**src/rtl/usbdev_resume_tx_pkg.sv**
```systemverilog
// usbdev_resume_tx_pkg
//   Shared types and line-state helpers for the device-side remote-wakeup
//   resume generator (usbdev_resume_tx).
//   - resume_status_e   : outcome of a resume sequence, reported on status_o
//   - resume_tx_state_e : FSM state encoding, exposed on the dbg_state port
//   - line_is_j / line_is_se0 : bus line decoders that honour pin flip

package usbdev_resume_tx_pkg;

    typedef enum logic [1:0] {
        ResumeOk       = 2'd0,
        ResumeHostWake = 2'd1,
        ResumeAborted  = 2'd2
    } resume_status_e;

    typedef enum logic [2:0] {
        StIdle     = 3'd0,
        StWaitIdle = 3'd1,
        StDriveK   = 3'd2,
        StRelease  = 3'd3,
        StDone     = 3'd4
    } resume_tx_state_e;

    // J is the idle state: each line sits at the level its pull-up selects.
    // Using the pull-up selects keeps this correct when D+/D- are flipped.
    function automatic logic line_is_j(
        input logic dp,
        input logic dn,
        input logic dp_pullup,
        input logic dn_pullup
    );
        return (dp == dp_pullup) && (dn == dn_pullup);
    endfunction

    function automatic logic line_is_se0(
        input logic dp,
        input logic dn
    );
        return !dp && !dn;
    endfunction

endpackage

```
**src/rtl/usbdev_resume_tx.sv**
```systemverilog
// usbdev_resume_tx
//   Remote-wakeup resume signalling generator, AON clock domain.
//   On a wake request while the link is suspended it waits for the bus to be
//   idle (J) for IdleCycles consecutive cycles, drives K for ResumeCycles
//   cycles, releases the bus for one cycle with the data values still at K,
//   then reports the outcome and waits for the request to drop.
//
// Ports:
//   clk_aon_i          in  AON clock (~200 kHz)
//   rst_aon_i          in  synchronous active-high reset
//   enable_i           in  link suspended and wake detector active
//   wake_req_i         in  level remote-wakeup request
//   usb_sense_i        in  VBUS sense
//   usb_dp_i/usb_dn_i  in  synchronized bus line levels
//   usb_dppullup_en_i  in  D+ pull-up selected (defines J, covers pin flip)
//   usb_dnpullup_en_i  in  D- pull-up selected
//   usb_d_oe_o         out D+/D- drive enable, high only in DriveK
//   usb_dp_o/usb_dn_o  out driven line values (K during DriveK and Release)
//   busy_o             out sequence in progress (WaitIdle, DriveK, Release)
//   done_o             out sequence finished, status_o valid
//   status_o           out resume_status_e outcome
//   dbg_state          out current FSM state (resume_tx_state_e encoding)
//
// Request/done handshake: wake_req_i is a level request sampled only in Idle.
// Once a sequence starts it runs to completion regardless of wake_req_i.
// done_o rises when the sequence ends and stays high, with status_o stable,
// until wake_req_i is seen low; the FSM then returns to Idle and done_o falls
// on that same edge.

module usbdev_resume_tx
    import usbdev_resume_tx_pkg::*;
#(
    parameter int IdleCycles   = 400,
    parameter int ResumeCycles = 400,
    parameter int CntMax       = (IdleCycles > ResumeCycles) ? IdleCycles : ResumeCycles,
    parameter int CntW         = (CntMax > 1) ? $clog2(CntMax) : 1
) (
    input  logic       clk_aon_i,
    input  logic       rst_aon_i,
    input  logic       enable_i,
    input  logic       wake_req_i,
    input  logic       usb_sense_i,
    input  logic       usb_dp_i,
    input  logic       usb_dn_i,
    input  logic       usb_dppullup_en_i,
    input  logic       usb_dnpullup_en_i,
    output logic       usb_d_oe_o,
    output logic       usb_dp_o,
    output logic       usb_dn_o,
    output logic       busy_o,
    output logic       done_o,
    output logic [1:0] status_o,
    output logic [2:0] dbg_state
);

    localparam logic [CntW-1:0] IdleLast   = CntW'(IdleCycles - 1);
    localparam logic [CntW-1:0] ResumeLast = CntW'(ResumeCycles - 1);

    resume_tx_state_e state_q, state_d;
    resume_status_e   status_q, status_d;
    logic [CntW-1:0]  cnt_q, cnt_d;

    logic is_j;
    logic is_se0;
    logic abort;
    logic start;

    assign is_j   = line_is_j(usb_dp_i, usb_dn_i, usb_dppullup_en_i, usb_dnpullup_en_i);
    assign is_se0 = line_is_se0(usb_dp_i, usb_dn_i);
    assign abort  = !enable_i || !usb_sense_i;
    assign start  = enable_i && wake_req_i && usb_sense_i;

    // Next-state logic. Abort is checked first in every active state so it
    // wins over any terminal-count or line-state transition in the same cycle.
    // Every terminal compare leaves its state, so the counter never wraps.
    always_comb begin
        state_d  = state_q;
        cnt_d    = cnt_q;
        status_d = status_q;

        case (state_q)
            StIdle: begin
                if (start) begin
                    state_d = StWaitIdle;
                    cnt_d   = '0;
                end
            end

            StWaitIdle: begin
                if (abort) begin
                    state_d  = StDone;
                    status_d = ResumeAborted;
                    cnt_d    = '0;
                end else if (is_j) begin
                    if (cnt_q == IdleLast) begin
                        state_d = StDriveK;
                        cnt_d   = '0;
                    end else begin
                        cnt_d = cnt_q + CntW'(1);
                    end
                end else if (is_se0) begin
                    // SE0 breaks the idle run; the J count starts over.
                    cnt_d = '0;
                end else begin
                    // K on the bus: the host is already resuming.
                    state_d  = StDone;
                    status_d = ResumeHostWake;
                    cnt_d    = '0;
                end
            end

            StDriveK: begin
                if (abort) begin
                    state_d  = StDone;
                    status_d = ResumeAborted;
                    cnt_d    = '0;
                end else if (cnt_q == ResumeLast) begin
                    state_d = StRelease;
                    cnt_d   = '0;
                end else begin
                    cnt_d = cnt_q + CntW'(1);
                end
            end

            StRelease: begin
                state_d  = StDone;
                status_d = abort ? ResumeAborted : ResumeOk;
                cnt_d    = '0;
            end

            StDone: begin
                if (!wake_req_i) begin
                    state_d = StIdle;
                end
            end

            default: begin
                state_d = StIdle;
                cnt_d   = '0;
            end
        endcase
    end

    // State, counter and all outputs are registered; outputs are decoded from
    // the next state so they change on the same edge as the state.
    // During Release the data values stay at K while the enable drops, so the
    // pad never sees a transient driven J/SE0 as it lets go of the bus.
    always_ff @(posedge clk_aon_i) begin
        if (rst_aon_i) begin
            state_q    <= StIdle;
            cnt_q      <= '0;
            status_q   <= ResumeOk;
            usb_d_oe_o <= 1'b0;
            usb_dp_o   <= 1'b0;
            usb_dn_o   <= 1'b0;
            busy_o     <= 1'b0;
            done_o     <= 1'b0;
        end else begin
            state_q    <= state_d;
            cnt_q      <= cnt_d;
            status_q   <= status_d;
            usb_d_oe_o <= (state_d == StDriveK);
            if ((state_d == StDriveK) || (state_d == StRelease)) begin
                usb_dp_o <= usb_dnpullup_en_i;
                usb_dn_o <= usb_dppullup_en_i;
            end else begin
                usb_dp_o <= 1'b0;
                usb_dn_o <= 1'b0;
            end
            busy_o <= (state_d == StWaitIdle) || (state_d == StDriveK) ||
                      (state_d == StRelease);
            done_o <= (state_d == StDone);
        end
    end

    assign status_o  = status_q;
    assign dbg_state = state_q;

endmodule

```
**config.mk**
```make
export PLATFORM = sky130hd
export DESIGN_NAME = usbdev_resume_tx
export DESIGN_NICKNAME = d
export VERILOG_FILES = /design/src/rtl/usbdev_resume_tx_pkg.sv /design/src/rtl/usbdev_resume_tx.sv
export SDC_FILE = /design/constraint.sdc
export NUM_CORES = 1
export LEC_CHECK = 0
export CORE_ASPECT_RATIO = 1.1
export CORE_MARGIN = 5
export CORE_UTILIZATION = 45
export CTS_CLUSTER_SIZE = 12
export DETAILED_ROUTE_END_ITERATION = 8
export PLACE_DENSITY = 0.74
export SLEW_MARGIN = 15
export SYNTH_ARGS = -nofsm -noshare
export SYNTH_HDL_FRONTEND = slang
export SYNTH_SLANG_ARGS = --single-unit
export TNS_END_PERCENT = 100
```
**constraint.sdc**
```tcl
create_clock -name clk_aon_i -period 1.5 [get_ports clk_aon_i]
set_clock_uncertainty 0.1 [all_clocks]
set_input_delay 0.375 -clock clk_aon_i [delete_from_list [all_inputs] [get_ports clk_aon_i]]
set_output_delay 0.375 -clock clk_aon_i [all_outputs]
set_load 0.005 [all_outputs]
```
==> Yosys cells after proc, flatten, opt, wreduce, memory -nomap -nowiden <==
Cells that the tools add are included.
Widths: inputs -> output; s select.
{ "word_totals": {"reg_bits": 19, "inputBits": 9, "elab_cells": 64} }
{ "op_classes": {"add_sub_neg": 1, "eq_ne": 15, "muxes": 21, "n_bitwise": 2, "n_reduce_logical": 17} }
{ "ops": {"columns": ["cell", "n"], "rows": [
  ["$mux 9", 5],
  ["$pmux 9 s4", 1],
  ["$mux 3", 8],
  ["$pmux 3 s5", 1],
  ["$eq 3x2->1 const B", 4],
  ["$mux 2", 5],
  ["$add 9x1->9 const B", 1],
  ["$eq 9x9->1 const B", 1],
  ["$eq 3x1->1 const B", 2],
  ["$eq 3x3->1 const B", 2],
  ["$ne 3x3->1 const B", 2],
  ["$pmux 2 s3", 1],
  ["$logic_and 1x1->1", 4],
  ["$logic_not 1->1", 4],
  ["$logic_or 1x1->1", 4],
  ["$ne 2x2->1 const B", 2],
  ["$reduce_and 4->1", 1],
  ["$logic_not 3->1", 1],
  ["$reduce_bool 3->1", 1],
  ["$eq 1x1->1", 2],
  ["$not 1->1", 2],
  ["$reduce_and 2->1", 1],
  ["$reduce_or 2->1", 1]
]} }

==> Depth between registers and ports, before layout <==
{ "logic_depth": {"depth_word": 10, "depth_mapped": 7, "depth_no_buf": 6} }

==> Worst setup path after synthesis <==
No wires, ideal clock.
{ "synth_path": {"kind": "input-to-reg", "from": "input port rst_aon_i", "to": "register cnt_q[8]", "setup_time_ns": 0.072, "arrival_time_ns": 1.424, "required_ns": 1.328, "slack_ns": -0.095, "cell_stages": 6, "n_path_buf": 1, "cell_sequence": "buf_2 nand2b_1 or4_4 o21ai_4 a31oi_1 mux2i_1"} }
{ "synth_rtl": {"columns": ["element", "line_no", "source"], "rows": [
  ["start: declaration", "usbdev_resume_tx.sv:39", "input logic rst_aon_i,"],
  ["end signal: assignment", "usbdev_resume_tx.sv:160", "cnt_q <= cnt_d;"],
  ["end: declaration", "usbdev_resume_tx.sv:61", "logic [CntW-1:0] cnt_q, cnt_d;"]
]} }

==> Worst setup path in the final report <==
{ "layout_path": {"from": "register state_q[2] (netlist: dbg_state[2])", "to": "register cnt_q[8]"} }
{ "layout_via": {"elab_chain_len": 3, "word_cells_on_any_way": 8, "cone_classes": "4 x eq/ne; 1 x mux; 1 x bitwise; 2 x reduce/logical"} }
{ "layout_rtl": {"columns": ["element", "line_no", "source"], "rows": [
  ["start: declaration", "usbdev_resume_tx.sv:59", "resume_tx_state_e state_q, state_d;"],
  ["start signal: assignment", "usbdev_resume_tx.sv:150", "state_q <= StIdle;"],
  ["start signal: assignment", "usbdev_resume_tx.sv:159", "state_q <= state_d;"],
  ["$logic_not 3->1 or $eq 3x3->1 (tied branches)", "usbdev_resume_tx.sv:81", "case (state_q)"],
  ["$ne 2x2->1 (no line) or $not 1->1 (tied branches)", null, null],
  ["$reduce_and 2->1 (no line)", null, null]
]} }
Several ways; a longest one is shown, not always the timed one.
A chain may end at the register's enable or synchronous reset.

==> impl_metrics.json <==
{
  "status": "finished with violations",
  "failed_checks": "negative setup slack",
  "place_hpwl_um": 1920,
  "die_x_um": 54.7,
  "accumulated_negative_setup_slack_ns": -0.563,
  "grt_pass1_vias": 1049,
  "synth_async_reset_ratio": 0,
  "layout-drive-gt1-share": 0.440,
  "layout_common_cells": "sky130_fd_sc_hd__buf_4, sky130_fd_sc_hd__nor2_1, sky130_fd_sc_hd__dlygate4sd2_1, sky130_fd_sc_hd__nand2_1, sky130_fd_sc_hd__dfxtp_1",
  "post_synth_inst_count": 116,
  "drc": 0,
  "first_iter_violations": 25,
  "placement.io_buffers": 18,
  "cts.root.buffer_cell": "sky130_fd_sc_hd__clkbuf_4",
  "grt_setup_unrepaired": "true",
  "critPathLaunchType": "flop",
  "core.rowCount": 17,
  "worst_slew_margin_rel": 0.754,
  "postSynthRegisterBits": 19,
  "nNetsFinal": 177,
  "numCtsBuffers": 3,
  "critPathCaptureType": "flop",
  "via_count": 1073,
  "p_leak_nw": 0.747,
  "clock_tree.buffer_depth": 2,
  "reg2reg_setup_slack_ns": -0.12,
  "grt_first_pass_wirelength_um": 4570,
  "timing.critical_path.fanout_max": 5,
  "clock_sinks": 19,
  "path_clk_slew_ns": 0.11,
  "power-per-cell-area_nw_per_um2": 581,
  "initial_antenna_violation_count": 0,
  "syn_nets": 126,
  "detailedRoute.firstPassIterationCount": 5,
  "final_hold_viol_count": 0,
  "area_growth_pct": 62.1,
  "post-route-period-util": 1.08,
  "timing.rr.start": "dbg_state[2]$_SDFF_PP0_",
  "netlist_area_um2": 991,
  "antennaDiodeCount": 0,
  "cts-hold-fix-buffers": 0,
  "drv.max_cap_violation_count": 0,
  "synth_area_per_inst_um2": 8.54,
  "routed_via_density": 5.53,
  "timing.rr.end": "cnt_q[8]$_SDFFE_PP0P_",
  "design.die.area_um2": 3240,
  "critical_path_required_ns": 1.58,
  "post_route_core_utilization": 0.779,
  "globalRoute.totalOverflow": 0,
  "finalMaxSlewViolations": 0,
  "clkLatencyLatePin_ns": 0.29,
  "fin_ws_ns": -0.117,
  "i_o_pins": 19,
  "fp.dieH_um": 59.2,
  "worst_case_vdd_ir_drop_uv": 469,
  "grt.total_usage": 0.193,
  "core_area_um2": 2060,
  "timing.hold.worst_path_depth": 2,
  "crit_path_category": "reg -> reg",
  "netlist-cell-type-count": 43,
  "initial_core_util": 0.480,
  "synth-edff-count": 0,
  "setup_violations": 13,
  "grt_start_max_net_pins": 11,
  "htree_levels": 1,
  "min_path_type": "reg -> reg",
  "reg2reg_depth": 6,
  "worst-endpoint-arrival_ns": 1.70,
  "gpl.final_weighted_congestion": 0.898,
  "max_clock_freq_mhz": 619,
  "drt_wl_total_um": 2900,
  "layout_commonest_cell": "sky130_fd_sc_hd__buf_4",
  "routedWlPerCell_um": 14.9,
  "yosysSeqAreaShare": 0.384,
  "yosys_synthesis_warning_count": 0,
  "timing.hold.worst_endpoint": "status_o[0]$_SDFFE_PP0P_",
  "synthFlopType": "sky130_fd_sc_hd__dfxtp_1",
  "min_delay_src": "status_o[0]$_SDFFE_PP0P_",
  "dpl-instance-area_um2": 1360,
  "detailedPlace.worstSlack_ns": -0.606,
  "clock_tree_from_tritoncts": "yes",
  "tmin_final_ns": 1.62,
  "postRouteAntennaNets": 0,
  "timing_worst_slew_pin_value_ns": 0.367,
  "post_route_standard_cell_area_excluding_fillers_um2": 1610
}
kinds of logic after synthesis:
group / after synthesis / share of synthesized area
muxes: 1 / 0.0101
adders and majority gates: 1 / 0.0126
buffers and inverters: 8 / 0.0442
xor gates and xnor gates: 6 / 0.0530
DFF: 19 / 0.384
and+or+nand+nor: 57 / 0.319
AOI/OAI and AO/OA: 24 / 0.177
report_power, final:
part / internal [mW] / leakage (nW) / switching, mW
clock: 0.103 / 0.0150 / 0.158
sequential: 0.506 / 0.159 / 0.00551
combinational: 0.0813 / 0.573 / 0.0784
routing by layer:
metal  up-vias  share of wire  global-route usage
li1        516              -                   -
met1       498           0.38               0.206
met2        47           0.53               0.336
met3        12          0.057              0.0453
met4         0          0.030               0.107
met5         -              0                   0
metrics by stage:
stage	total power [mW]	hold WS, ns	cells
after global routing	0.977	0.395	194
after global placement	0.653	0.349	180
final	0.933	0.374	194
after floorplan	0.589	0.332	116
after detailed placement	0.655	0.352	180
after CTS	0.924	0.372	188
layout make-up:
class	count	area [µm²]
Sequential cell	19	400
Multi-Input combinational cell	90	718
Clock buffer	4	26.3
Timing Repair Buffer	50	415
Tap cell	28	35.0
Fill cell	140	457
Inverter	3	11.3
sequential cells by signal, indices dropped and copies added, names as in the netlist:
register    cells
busy_o          1
cnt_q           9
dbg_state       3
done_o          1
status_o        2
usb_d_oe_o      1
usb_dn_o        1
usb_dp_o        1
what timing repair did:
item                       in CTS  in global routing
setup endpoints to repair      28                 19
cloned                          1                  0
pin swaps                      21                 15
gates resized for setup        46                 13
buffers inserted                4                  6
how the worst max path moves through the flow:
stage	start	endpoint	slack (ns)
after floorplan	dbg_state[2]$_SDFF_PP0_	cnt_q[8]$_SDFFE_PP0P_	-0.05
after global placement	usb_sense_i	cnt_q[8]$_SDFFE_PP0P_	-0.55
after detailed placement	usb_sense_i	cnt_q[8]$_SDFFE_PP0P_	-0.61
after CTS	cnt_q[0]$_SDFFE_PP0P_	busy_o$_SDFF_PP0_	-0.12
after global routing	cnt_q[4]$_SDFFE_PP0P_	usb_dn_o$_SDFF_PP0_	-0.16
final	dbg_state[2]$_SDFF_PP0_	cnt_q[8]$_SDFFE_PP0P_	-0.12
cells in the mapped netlist, drive strengths merged, types with 2 or more instances:
cell / count / area [µm²]
dfxtp: 19 / 380
nor2: 19 / 71.3
nand2: 13 / 51.3
o21ai: 6 / 41.3
a21oi: 5 / 28.8
nand3: 5 / 25.0
and3: 4 / 25.0
buf: 4 / 28.8
xnor2: 4 / 35.0
inv: 3 / 11.3
nand2b: 3 / 18.8
a211oi: 2 / 15.0
a31oi: 2 / 12.5
and4: 2 / 17.5
nand4: 2 / 12.5
xor2: 2 / 17.5
worst max-delay path, stage by stage, from the launching register on:
cell,delay [ns]
sky130_fd_sc_hd__dfxtp_2,0.35
sky130_fd_sc_hd__buf_4,0.13
sky130_fd_sc_hd__and4b_1,0.27
sky130_fd_sc_hd__nand2b_4,0.16
sky130_fd_sc_hd__nand4_1,0.14
sky130_fd_sc_hd__a31oi_1,0.24
sky130_fd_sc_hd__mux2i_1,0.11
(Power assumes the default switching activity.)
